[config.mk]
export PLATFORM = sky130hd
export DESIGN_NAME = cp0_regs
export DESIGN_NICKNAME = d
export VERILOG_FILES = /design/src/rtl/cp0_regs_pkg.sv /design/src/rtl/cp0_timer.sv /design/src/rtl/cp0_regs.sv
export SDC_FILE = /design/constraint.sdc
export NUM_CORES = 1
export LEC_CHECK = 0
export BUFFER_PORTS_ARGS = -buffer_cell sky130_fd_sc_hd__buf_2
export CAP_MARGIN = 0
export CORE_MARGIN = 2
export CORE_UTILIZATION = 30
export CTS_CLUSTER_DIAMETER = 120
export DETAILED_ROUTE_END_ITERATION = 7
export SETUP_SLACK_MARGIN = 0.4
export SLEW_MARGIN = 20
export SYNTH_ARGS = -nofsm -noshare
export SYNTH_HDL_FRONTEND = slang
export SYNTH_SLANG_ARGS = --single-unit
export TNS_END_PERCENT = 100
[constraint.sdc]
create_clock -name clk -period 2.15 [get_ports clk]
set_input_delay 0.3225 -clock clk [delete_from_list [all_inputs] [get_ports clk]]
set_output_delay 0.3225 -clock clk [all_outputs]
set_load 0.05 [all_outputs]
[src/rtl/cp0_regs_pkg.sv]
//==============================================================================
// Module      : cp0_regs_pkg
// Description : Shared constants for the CP0 register block: bus widths,
//               CP0 register numbers, Status/Cause field positions, reset
//               values and the exception codes CP0 reacts to.
// Revision    : 1.0 - initial release
//==============================================================================
`default_nettype none

package cp0_regs_pkg;

    // Bus widths
    localparam int W_DATA = 32;
    localparam int W_ADDR = 32;
    localparam int W_EXCC = 5;
    localparam int W_INTV = 8;
    localparam int W_REGN = 5;

    // CP0 register numbers
    localparam logic [W_REGN-1:0] C_REG_BADVADDR = 5'd8;
    localparam logic [W_REGN-1:0] C_REG_COUNT    = 5'd9;
    localparam logic [W_REGN-1:0] C_REG_COMPARE  = 5'd11;
    localparam logic [W_REGN-1:0] C_REG_STATUS   = 5'd12;
    localparam logic [W_REGN-1:0] C_REG_CAUSE    = 5'd13;
    localparam logic [W_REGN-1:0] C_REG_EPC      = 5'd14;

    // Status field positions
    localparam int C_STATUS_IE     = 0;
    localparam int C_STATUS_EXL    = 1;
    localparam int C_STATUS_IM_LO  = 8;
    localparam int C_STATUS_IM_HI  = 15;
    localparam int C_STATUS_BEV    = 22;

    // Cause field positions
    localparam int C_CAUSE_EXC_LO  = 2;
    localparam int C_CAUSE_EXC_HI  = 6;
    localparam int C_CAUSE_IPSW_LO = 8;
    localparam int C_CAUSE_IPSW_HI = 9;
    localparam int C_CAUSE_IPHW_LO = 10;
    localparam int C_CAUSE_IPHW_HI = 15;
    localparam int C_CAUSE_TI      = 30;
    localparam int C_CAUSE_BD      = 31;

    // Reset values
    localparam logic [W_DATA-1:0] C_STATUS_RST = 32'h0040_0000;
    localparam logic [W_DATA-1:0] C_ZERO_RST   = 32'h0000_0000;

    // Exception codes
    localparam logic [W_EXCC-1:0] C_EXCC_INT  = 5'd0;
    localparam logic [W_EXCC-1:0] C_EXCC_ADEL = 5'd4;
    localparam logic [W_EXCC-1:0] C_EXCC_ADES = 5'd5;
    localparam logic [W_EXCC-1:0] C_EXCC_SY   = 5'd8;
    localparam logic [W_EXCC-1:0] C_EXCC_BP   = 5'd9;
    localparam logic [W_EXCC-1:0] C_EXCC_RI   = 5'd10;
    localparam logic [W_EXCC-1:0] C_EXCC_OV   = 5'd12;

    // Address-error exceptions are the only ones that capture BadVAddr.
    function automatic logic is_addr_exc(input logic [W_EXCC-1:0] code);
        return (code == C_EXCC_ADEL) || (code == C_EXCC_ADES);
    endfunction

endpackage

`default_nettype wire

[src/rtl/cp0_timer.sv]
//==============================================================================
// Module      : cp0_timer
// Description : Count/Compare timer with the TI (timer interrupt) flag.
//               Count advances once every two clocks, paced by an internal
//               tick flop. TI sets when an increment lands on Compare and
//               clears on any write to Compare.
// Ports       : clk, rst           - clock, synchronous active-high reset
//               count_we           - load Count from wdata (beats increment)
//               compare_we         - load Compare from wdata, clear TI
//               wdata              - write data
//               count, compare, ti - registered state
// Revision    : 1.0 - initial release
//==============================================================================
`default_nettype none

module cp0_timer
    import cp0_regs_pkg::*;
(
    input  logic              clk,
    input  logic              rst,
    input  logic              count_we,
    input  logic              compare_we,
    input  logic [W_DATA-1:0] wdata,
    output logic [W_DATA-1:0] count,
    output logic [W_DATA-1:0] compare,
    output logic              ti
);

    logic              r_tick;
    logic [W_DATA-1:0] r_count;
    logic [W_DATA-1:0] r_compare;
    logic              r_ti;
    logic [W_DATA-1:0] w_count_inc;

    // Natural 32-bit wrap from 0xFFFFFFFF to 0.
    assign w_count_inc = r_count + 32'd1;

    always_ff @(posedge clk) begin
        if (rst) begin
            r_tick    <= 1'b0;
            r_count   <= C_ZERO_RST;
            r_compare <= C_ZERO_RST;
            r_ti      <= 1'b0;
        end else begin
            // The tick free-runs; a Count write does not re-phase it.
            r_tick <= ~r_tick;

            if (count_we) begin
                r_count <= wdata;
            end else if (r_tick) begin
                r_count <= w_count_inc;
            end

            if (compare_we) begin
                r_compare <= wdata;
            end

            // Compare write acknowledges the interrupt and wins over a
            // same-cycle match. A match is only judged on a real increment.
            if (compare_we) begin
                r_ti <= 1'b0;
            end else if (!count_we && r_tick && (w_count_inc == r_compare)) begin
                r_ti <= 1'b1;
            end
        end
    end

    assign count   = r_count;
    assign compare = r_compare;
    assign ti      = r_ti;

endmodule

`default_nettype wire

[src/rtl/cp0_regs.sv]
//==============================================================================
// Module      : cp0_regs
// Description : MIPS CP0 register file subset: BadVAddr(8), Count(9),
//               Compare(11), Status(12), Cause(13), EPC(14). Handles mtc0
//               writes, mfc0 reads, exception commit, eret and interrupt
//               masking.
// Config      : CP0_TIMER_INT_EN - when defined, the cp0_timer sub-module
//               provides Count/Compare/TI. When undefined, Compare reads 0,
//               TI is 0 and a local Count still runs.
// Ports       : clk, rst                 - clock, sync active-high reset
//               hw_int[5:0]              - external interrupt lines
//               we, waddr, wdata         - mtc0 write port
//               raddr, rdata             - mfc0 read port (combinational)
//               eret                     - eret commit
//               cp0_en, cp0_bd, cp0_exl  - exception commit controls
//               cp0_exc, cp0_epc, cp0_bva- exception code, victim PC, bad VA
//               intr_vect[7:0]           - pending enabled interrupts
//               epc                      - current EPC (eret target)
// Revision    : 1.0 - initial release
//==============================================================================
`default_nettype none

module cp0_regs
    import cp0_regs_pkg::*;
(
    input  logic              clk,
    input  logic              rst,
    input  logic [5:0]        hw_int,
    input  logic              we,
    input  logic [W_REGN-1:0] waddr,
    input  logic [W_DATA-1:0] wdata,
    input  logic [W_REGN-1:0] raddr,
    output logic [W_DATA-1:0] rdata,
    input  logic              eret,
    input  logic              cp0_en,
    input  logic              cp0_bd,
    input  logic              cp0_exl,
    input  logic [W_EXCC-1:0] cp0_exc,
    input  logic [W_ADDR-1:0] cp0_epc,
    input  logic [W_ADDR-1:0] cp0_bva,
    output logic [W_INTV-1:0] intr_vect,
    output logic [W_ADDR-1:0] epc
);

    // Status state
    logic [7:0]        r_status_im;
    logic              r_status_exl;
    logic              r_status_ie;

    // Cause state
    logic              r_cause_bd;
    logic [1:0]        r_cause_ip_sw;
    logic [5:0]        r_cause_ip_hw;
    logic [W_EXCC-1:0] r_cause_exc;

    logic [W_ADDR-1:0] r_epc;
    logic [W_ADDR-1:0] r_badvaddr;

    // Timer view
    logic [W_DATA-1:0] w_count;
    logic [W_DATA-1:0] w_compare;
    logic              w_ti;

    // Decoded mtc0 strobes
    logic              w_wr_count;
    logic              w_wr_compare;
    logic              w_wr_status;
    logic              w_wr_cause;
    logic              w_wr_epc;

    // Read views
    logic [7:0]        w_ip;
    logic [W_DATA-1:0] w_status_rd;
    logic [W_DATA-1:0] w_cause_rd;

    // An exception commit only captures EPC/BD for the first-level fault.
    logic              w_exc_capture;

    assign w_wr_count   = we && (waddr == C_REG_COUNT);
    assign w_wr_compare = we && (waddr == C_REG_COMPARE);
    assign w_wr_status  = we && (waddr == C_REG_STATUS);
    assign w_wr_cause   = we && (waddr == C_REG_CAUSE);
    assign w_wr_epc     = we && (waddr == C_REG_EPC);

    assign w_exc_capture = cp0_en && !r_status_exl;

`ifdef CP0_TIMER_INT_EN
    cp0_timer u_cp0_timer (
        .clk        (clk),
        .rst        (rst),
        .count_we   (w_wr_count),
        .compare_we (w_wr_compare),
        .wdata      (wdata),
        .count      (w_count),
        .compare    (w_compare),
        .ti         (w_ti)
    );
`else
    logic              r_tick;
    logic [W_DATA-1:0] r_count;

    always_ff @(posedge clk) begin
        if (rst) begin
            r_tick  <= 1'b0;
            r_count <= C_ZERO_RST;
        end else begin
            r_tick <= ~r_tick;
            if (w_wr_count) begin
                r_count <= wdata;
            end else if (r_tick) begin
                r_count <= r_count + 32'd1;
            end
        end
    end

    assign w_count   = r_count;
    assign w_compare = C_ZERO_RST;
    assign w_ti      = 1'b0;
`endif

    // Status
    always_ff @(posedge clk) begin
        if (rst) begin
            r_status_im  <= C_STATUS_RST[C_STATUS_IM_HI:C_STATUS_IM_LO];
            r_status_exl <= C_STATUS_RST[C_STATUS_EXL];
            r_status_ie  <= C_STATUS_RST[C_STATUS_IE];
        end else begin
            if (w_wr_status) begin
                r_status_im <= wdata[C_STATUS_IM_HI:C_STATUS_IM_LO];
                r_status_ie <= wdata[C_STATUS_IE];
            end

            // EXL has three writers; an exception commit owns the field
            // for its cycle even when it does not request EXL.
            if (cp0_en) begin
                if (cp0_exl) begin
                    r_status_exl <= 1'b1;
                end
            end else if (eret) begin
                r_status_exl <= 1'b0;
            end else if (w_wr_status) begin
                r_status_exl <= wdata[C_STATUS_EXL];
            end
        end
    end

    // Cause, EPC, BadVAddr
    always_ff @(posedge clk) begin
        if (rst) begin
            r_cause_bd    <= 1'b0;
            r_cause_ip_sw <= 2'b00;
            r_cause_ip_hw <= 6'b000000;
            r_cause_exc   <= C_EXCC_INT;
            r_epc         <= C_ZERO_RST;
            r_badvaddr    <= C_ZERO_RST;
        end else begin
            r_cause_ip_hw <= hw_int;

            if (w_wr_cause) begin
                r_cause_ip_sw <= wdata[C_CAUSE_IPSW_HI:C_CAUSE_IPSW_LO];
            end

            if (cp0_en) begin
                r_cause_exc <= cp0_exc;
            end

            if (w_exc_capture) begin
                r_cause_bd <= cp0_bd;
            end

            if (w_exc_capture) begin
                r_epc <= cp0_epc;
            end else if (w_wr_epc) begin
                r_epc <= wdata;
            end

            if (cp0_en && is_addr_exc(cp0_exc)) begin
                r_badvaddr <= cp0_bva;
            end
        end
    end

    // Timer interrupt shares the IP7 line with hw_int[5].
    assign w_ip = {r_cause_ip_hw[5] | w_ti, r_cause_ip_hw[4:0], r_cause_ip_sw};

    assign w_status_rd = {9'b0, 1'b1, 6'b0, r_status_im, 6'b0,
                          r_status_exl, r_status_ie};

    assign w_cause_rd  = {r_cause_bd, w_ti, 14'b0, w_ip, 1'b0,
                          r_cause_exc, 2'b00};

    // Read mux reflects state before the edge; no write forwarding.
    always_comb begin
        rdata = C_ZERO_RST;
        case (raddr)
            C_REG_BADVADDR: rdata = r_badvaddr;
            C_REG_COUNT:    rdata = w_count;
            C_REG_COMPARE:  rdata = w_compare;
            C_REG_STATUS:   rdata = w_status_rd;
            C_REG_CAUSE:    rdata = w_cause_rd;
            C_REG_EPC:      rdata = r_epc;
            default:        rdata = C_ZERO_RST;
        endcase
    end

    // Held at zero while reset is asserted, independent of stored state.
    assign intr_vect = (r_status_ie && !r_status_exl && !rst)
                       ? (w_ip & r_status_im) : {W_INTV{1'b0}};

    assign epc = r_epc;

endmodule

`default_nettype wire

======== Word level (Yosys, flattened, before mapping) ========
Cells that the tools add are included.
W data, S select, Z words.
operators by class
  equal/unequal tests ..................... 12
  multiplexer cells ....................... 10
  bitwise logic cells ..................... 2
  $add $sub $neg .......................... 1
  reduce and logical (&&, ||, !) cells .... 15
operators by type and width
  kind                     count
  $pmux W32 S5             1
  $mux W32                 4
  $eq A5 B4 Y1 const B     9
  $add A32 B1 Y32 const B  1
  $eq A5 B3 Y1 const B     2
  $and A8 B8 Y8            1
  $logic_and A1 B1 Y1      8
  $mux W8                  1
  $mux W1                  4
  $reduce_bool A2 Y1       2
  $reduce_bool A3 Y1       1
  $logic_not A1 Y1         2
  $ne A2 B1 Y1 const B     1
  $reduce_and A2 Y1        1
  $logic_or A1 B1 Y1       1
  $not A1 Y1               1
word-level totals
  output and inout bits ................... 72
  logic and storage cells ................. 51
  bits in registers ....................... 121
  bits of input ports ..................... 124

======== Longest topological paths before layout ========
  depth in word-level cells ............... 5
  gate-level depth with buffers ........... 7
  depth with buffers taken out ............ 6

======== Worst setup path before layout ========
No wires, ideal clock.
  path kind ............................... input port to output port
  start ................................... input port raddr[4]
  end ..................................... output port rdata[10]
  arrival time ............................ 1.799 ns
  data required time ...................... 1.827 ns
  stages .................................. 5
  buffers on the path ..................... 1
  setup slack ............................. 0.028 ns
  cell sequence ........................... or3b_2 nor2_1 clkbuf_1 a222oi_1 nand2_1
on the way
  word-level cells in the longest chain between the ends .. 2
  elaborated cells between the ends (all ways) .. 6
  classes of those cells .................. 5 x eq/ne; 1 x mux
RTL lines
  what              RTL line         source
  start, declared   cp0_regs.sv:32   input logic [W_REGN-1:0] raddr,
  $eq A5 B4 Y1      cp0_regs.sv:195  case (raddr)
  $pmux W32 S5 (*)  cp0_regs.sv:195
  end, declared     cp0_regs.sv:33   output logic [W_DATA-1:0] rdata,
Mark *: on every way between the ends. The rest lies on a longest branch, timed or not.

======== Final worst setup path ========
  start ................................... input port raddr[4]
  end ..................................... output port rdata[31]
Same word-level chain as after synthesis.

==> impl_results.md <==
- Status: completed
- Detail Route Antenna Nets: 0
- Post-synth EDFFs: 0
- Setup_tns: 0 ps
- Async SR Flop Fraction: 0%
- Setup WS post-layout: ~170 ps
- Diode count: 0
- Max VDD drop: between 0.5 and 0.6 mV
- Clock Tree Buf Depth: 2
- Fill count: between 1500 and 2000
- Iter 0 DRT Violations: ~560
- Relative slew slack: 61.4%
- Clock power share: about half
- Wire per inst: about 19 µm
- Pleak: approximately 3.6 nW
- Worst Setup End Kind: primary output
- Final Power: 6.07 mW
- Drt drc: 0
- Worst Path Arrival: 1660 ps
- Least-Margin Pin Slew: between 500 and 600 ps
- Register share of total power: between 30% and 40%
- Starting Density: between 30% and 40%
- Slew Viols, Final: 0
- RSZ-0062 raised after global routing: yes
- Internal power: 4.49 mW
- Std-Cell Rows: 51
- Maxcap violations: 0
- Vias per inst: 5.25
- Largest net degree at the start of global routing: 73
- YS warnings: 0
- IO Port Bufs: 195
- All-Layer GR Usage: roughly a fifth
- Drt total wl: around 23000 µm
- Crit. Startpoint: raddr[4]
- Net Count, Synth: between 800 and 900
- Logic pwr share: between 10% and 20%
- Crit-path max cell delay: 430 ps
- Detailed Routing Iterations Pass 1: 6
- # IOs: between 150 and 200
- Sequential fraction of the synthesis area: 41.0%
- Syn Inst Count: roughly 740
- H-tree levels: 4
- Count leader, synth: nand2_1
- Area leader, netlist: dfxtp_1
- Critical path's slowest cell: or3b_4
- P&R area growth vs syn: 48.5%
- Commonest cells post-synth: 160 x nand2_1, 121 x dfxtp_1, 81 x nor2_1, 40 x a21oi_1, 38 x clkbuf_1
- Vias in the first global route: approximately 6000
- Gr ovfl total: 0
- Hold buffers post-CTS: 0
- WS Path Type: in2out
- Flop2flop setup slack: approximately 420 ps
- Crit path cell chain: buf_6 > or3b_4 > nor3_4 > buf_4 > buf_12 > a22oi_1 > nand2_2 > buf_8
- Sw frac: 26.0%
- Place WS: 17.0 ps
- CTS clock-pin slew for the worst setup and hold paths: 50 ps
- TritonCTS Buffers: 17
- CP max FO: 9
- CTS root buf: clkbuf_16
- TritonCTS clock tree: done
- Tcrit/Tclk final: between 90 and 100%
- DP HPWL: roughly 16000 µm
- Setup-failing EPs final: 0
- Worst-skew pair later-pin latency: between 400 and 500 ps
- Routability congestion estimate: about 0.85
- Power Density: about 700 mW/mm²
- Yosys cell types: 42
- NetSw: 1.58 mW
- Die area: ~0.021 mm²
- Synth Flop Type: dfxtp_1
- Layout cell share with drive strength beyond 1: roughly 38%
- Clock skew: 8.35 ps
- Critical path required time: between 1500 and 2000 ps
- Mean Syn Cell Area: about 8.0 µm²
- Die width: ~140 µm
- CP Launch Type: input port
- Nets@finish: between 1000 and 1500
- Peak Freq: between 500 and 600 MHz
- Largest cells by area after synthesis: dfxtp_1 41%, nand2_1 10%, a311oi_1 5.3%
- CORE AREA: just under 0.02 mm²
- R2r startpoint: r_count[2]
- First-pass GRT wire length: 33400 µm
- Area share of the largest cell type after synthesis: ~41%
- Die Span Y: around 140 µm
- Min Clock Period, post-route: approximately 2000 ps
- Final Hold Fails: 0
- Vias: roughly 6400
- Seq cells post-synth: 121
- Min-delay src: hw_int[5]
- Tightest Hold Check Type: in2reg
- Antenna violations before repair: 2
- Clk sinks: around 120
- Synth Cell Area: around 0.0059 mm²
## cell families after synthesis
| family | share of synthesized area [%] |
|---|---|
| simple gates | 26.6 |
| compound gates | 20.2 |
| flops | 41.0 |
| buf+inv | 5.33 |
| xor+xnor | 4.00 |
| mux | 2.71 |
| fa+ha+maj | 0.212 |
## routing by layer
| metal | track usage [%] | vias up | part of all wire [%] | routed length, µm |
|---|---|---|---|---|
| met3 | 5.50 | 32 | 7.6 | 1710 |
| met4 | 6.39 | 4 | 1.5 | 337 |
| li1 | - | 3052 | - | - |
| met5 | 0 | - | 0.13 | 30 |
| met1 | 27.9 | 3025 | 44 | 9830 |
| met2 | 34.6 | 265 | 47 | 10600 |
## worst max-delay path: cells and delay by family
kind            cells  cell delay, ps
compound gates      1             110
buf+inv             4             520
simple gates        3             700
## what timing repair did
action,CTS,global route
setup endpoints to repair,55,62
pin swaps,13,7
setup buffers,6,4
cloned,2,0
resized for setup,135,34
## power by group through the flow
stage	Combinational (mW)	Sequential, mW	Clock [mW]
6_report	0.727	2.41	2.93
5_1_grt	0.776	2.42	3.08
4_1_cts	0.726	2.41	2.98
3_5_place_dp	0.701	2.45	0
3_3_place_gp	0.694	2.45	0
2_1_floorplan	0.244	2.60	0
## cells in the final DEF (no fill, tap or decap), types with 10 or more instances in the layout
cell,instances
a211oi_1,21
a21oi_1,40
a222oi_1,23
a22oi_1,24
a311oi_1,36
buf_12,10
buf_2,153
buf_4,34
buf_6,12
buf_8,34
clkbuf_16,17
dfxtp_1,110
inv_2,15
mux2i_1,16
nand2_1,141
nand2_2,19
nor2_1,80
xnor2_1,20
## sequential cells by signal (all words and copies together), names as in the netlist
name           cells
epc               32
r_badvaddr        32
r_count           32
r_status_im        8
r_cause_ip_hw      6
r_cause_exc        5
r_cause_ip_sw      2
r_cause_bd         1
r_status_exl       1
r_status_ie        1
r_tick             1
## layout make-up
cell class / instances / area [µm²] / area share [%]
clock buffers: 24 / 482 / 5.49
clock inverters: 7 / 116 / 1.33
inverters: 17 / 63.8 / 0.727
multi-input cells: 538 / 3450 / 39.3
flip-flops and latches: 121 / 2440 / 27.8
well taps: 265 / 332 / 3.78
repair buffers: 244 / 1890 / 21.6
## final timing paths
| path | endpoint | cells after the start |
|---|---|---|
| max | rdata[31] | 8 |
| min | r_cause_ip_hw[5] | 2 |
| max reg2reg | r_count[23] | 6 |
| min reg2reg | r_badvaddr[21] | 2 |
## per-stage QoR
| step | hold slack, ps | util, % | area (µm²) | instances |
|---|---|---|---|---|
| after CTS | 98.4 | 44.4 | 8610 | 1212 |
| final | 113 | 45.3 | 8780 | 1216 |
| after global placement | 444 | 38.5 | 7470 | 1173 |
| after detailed placement | 449 | 38.5 | 7470 | 1173 |
| after global routing | 119 | 45.3 | 8780 | 1216 |
| after floorplan | 436 | - | 6010 | 735 |
No activity file was read; power rests on OpenSTA's default activity.
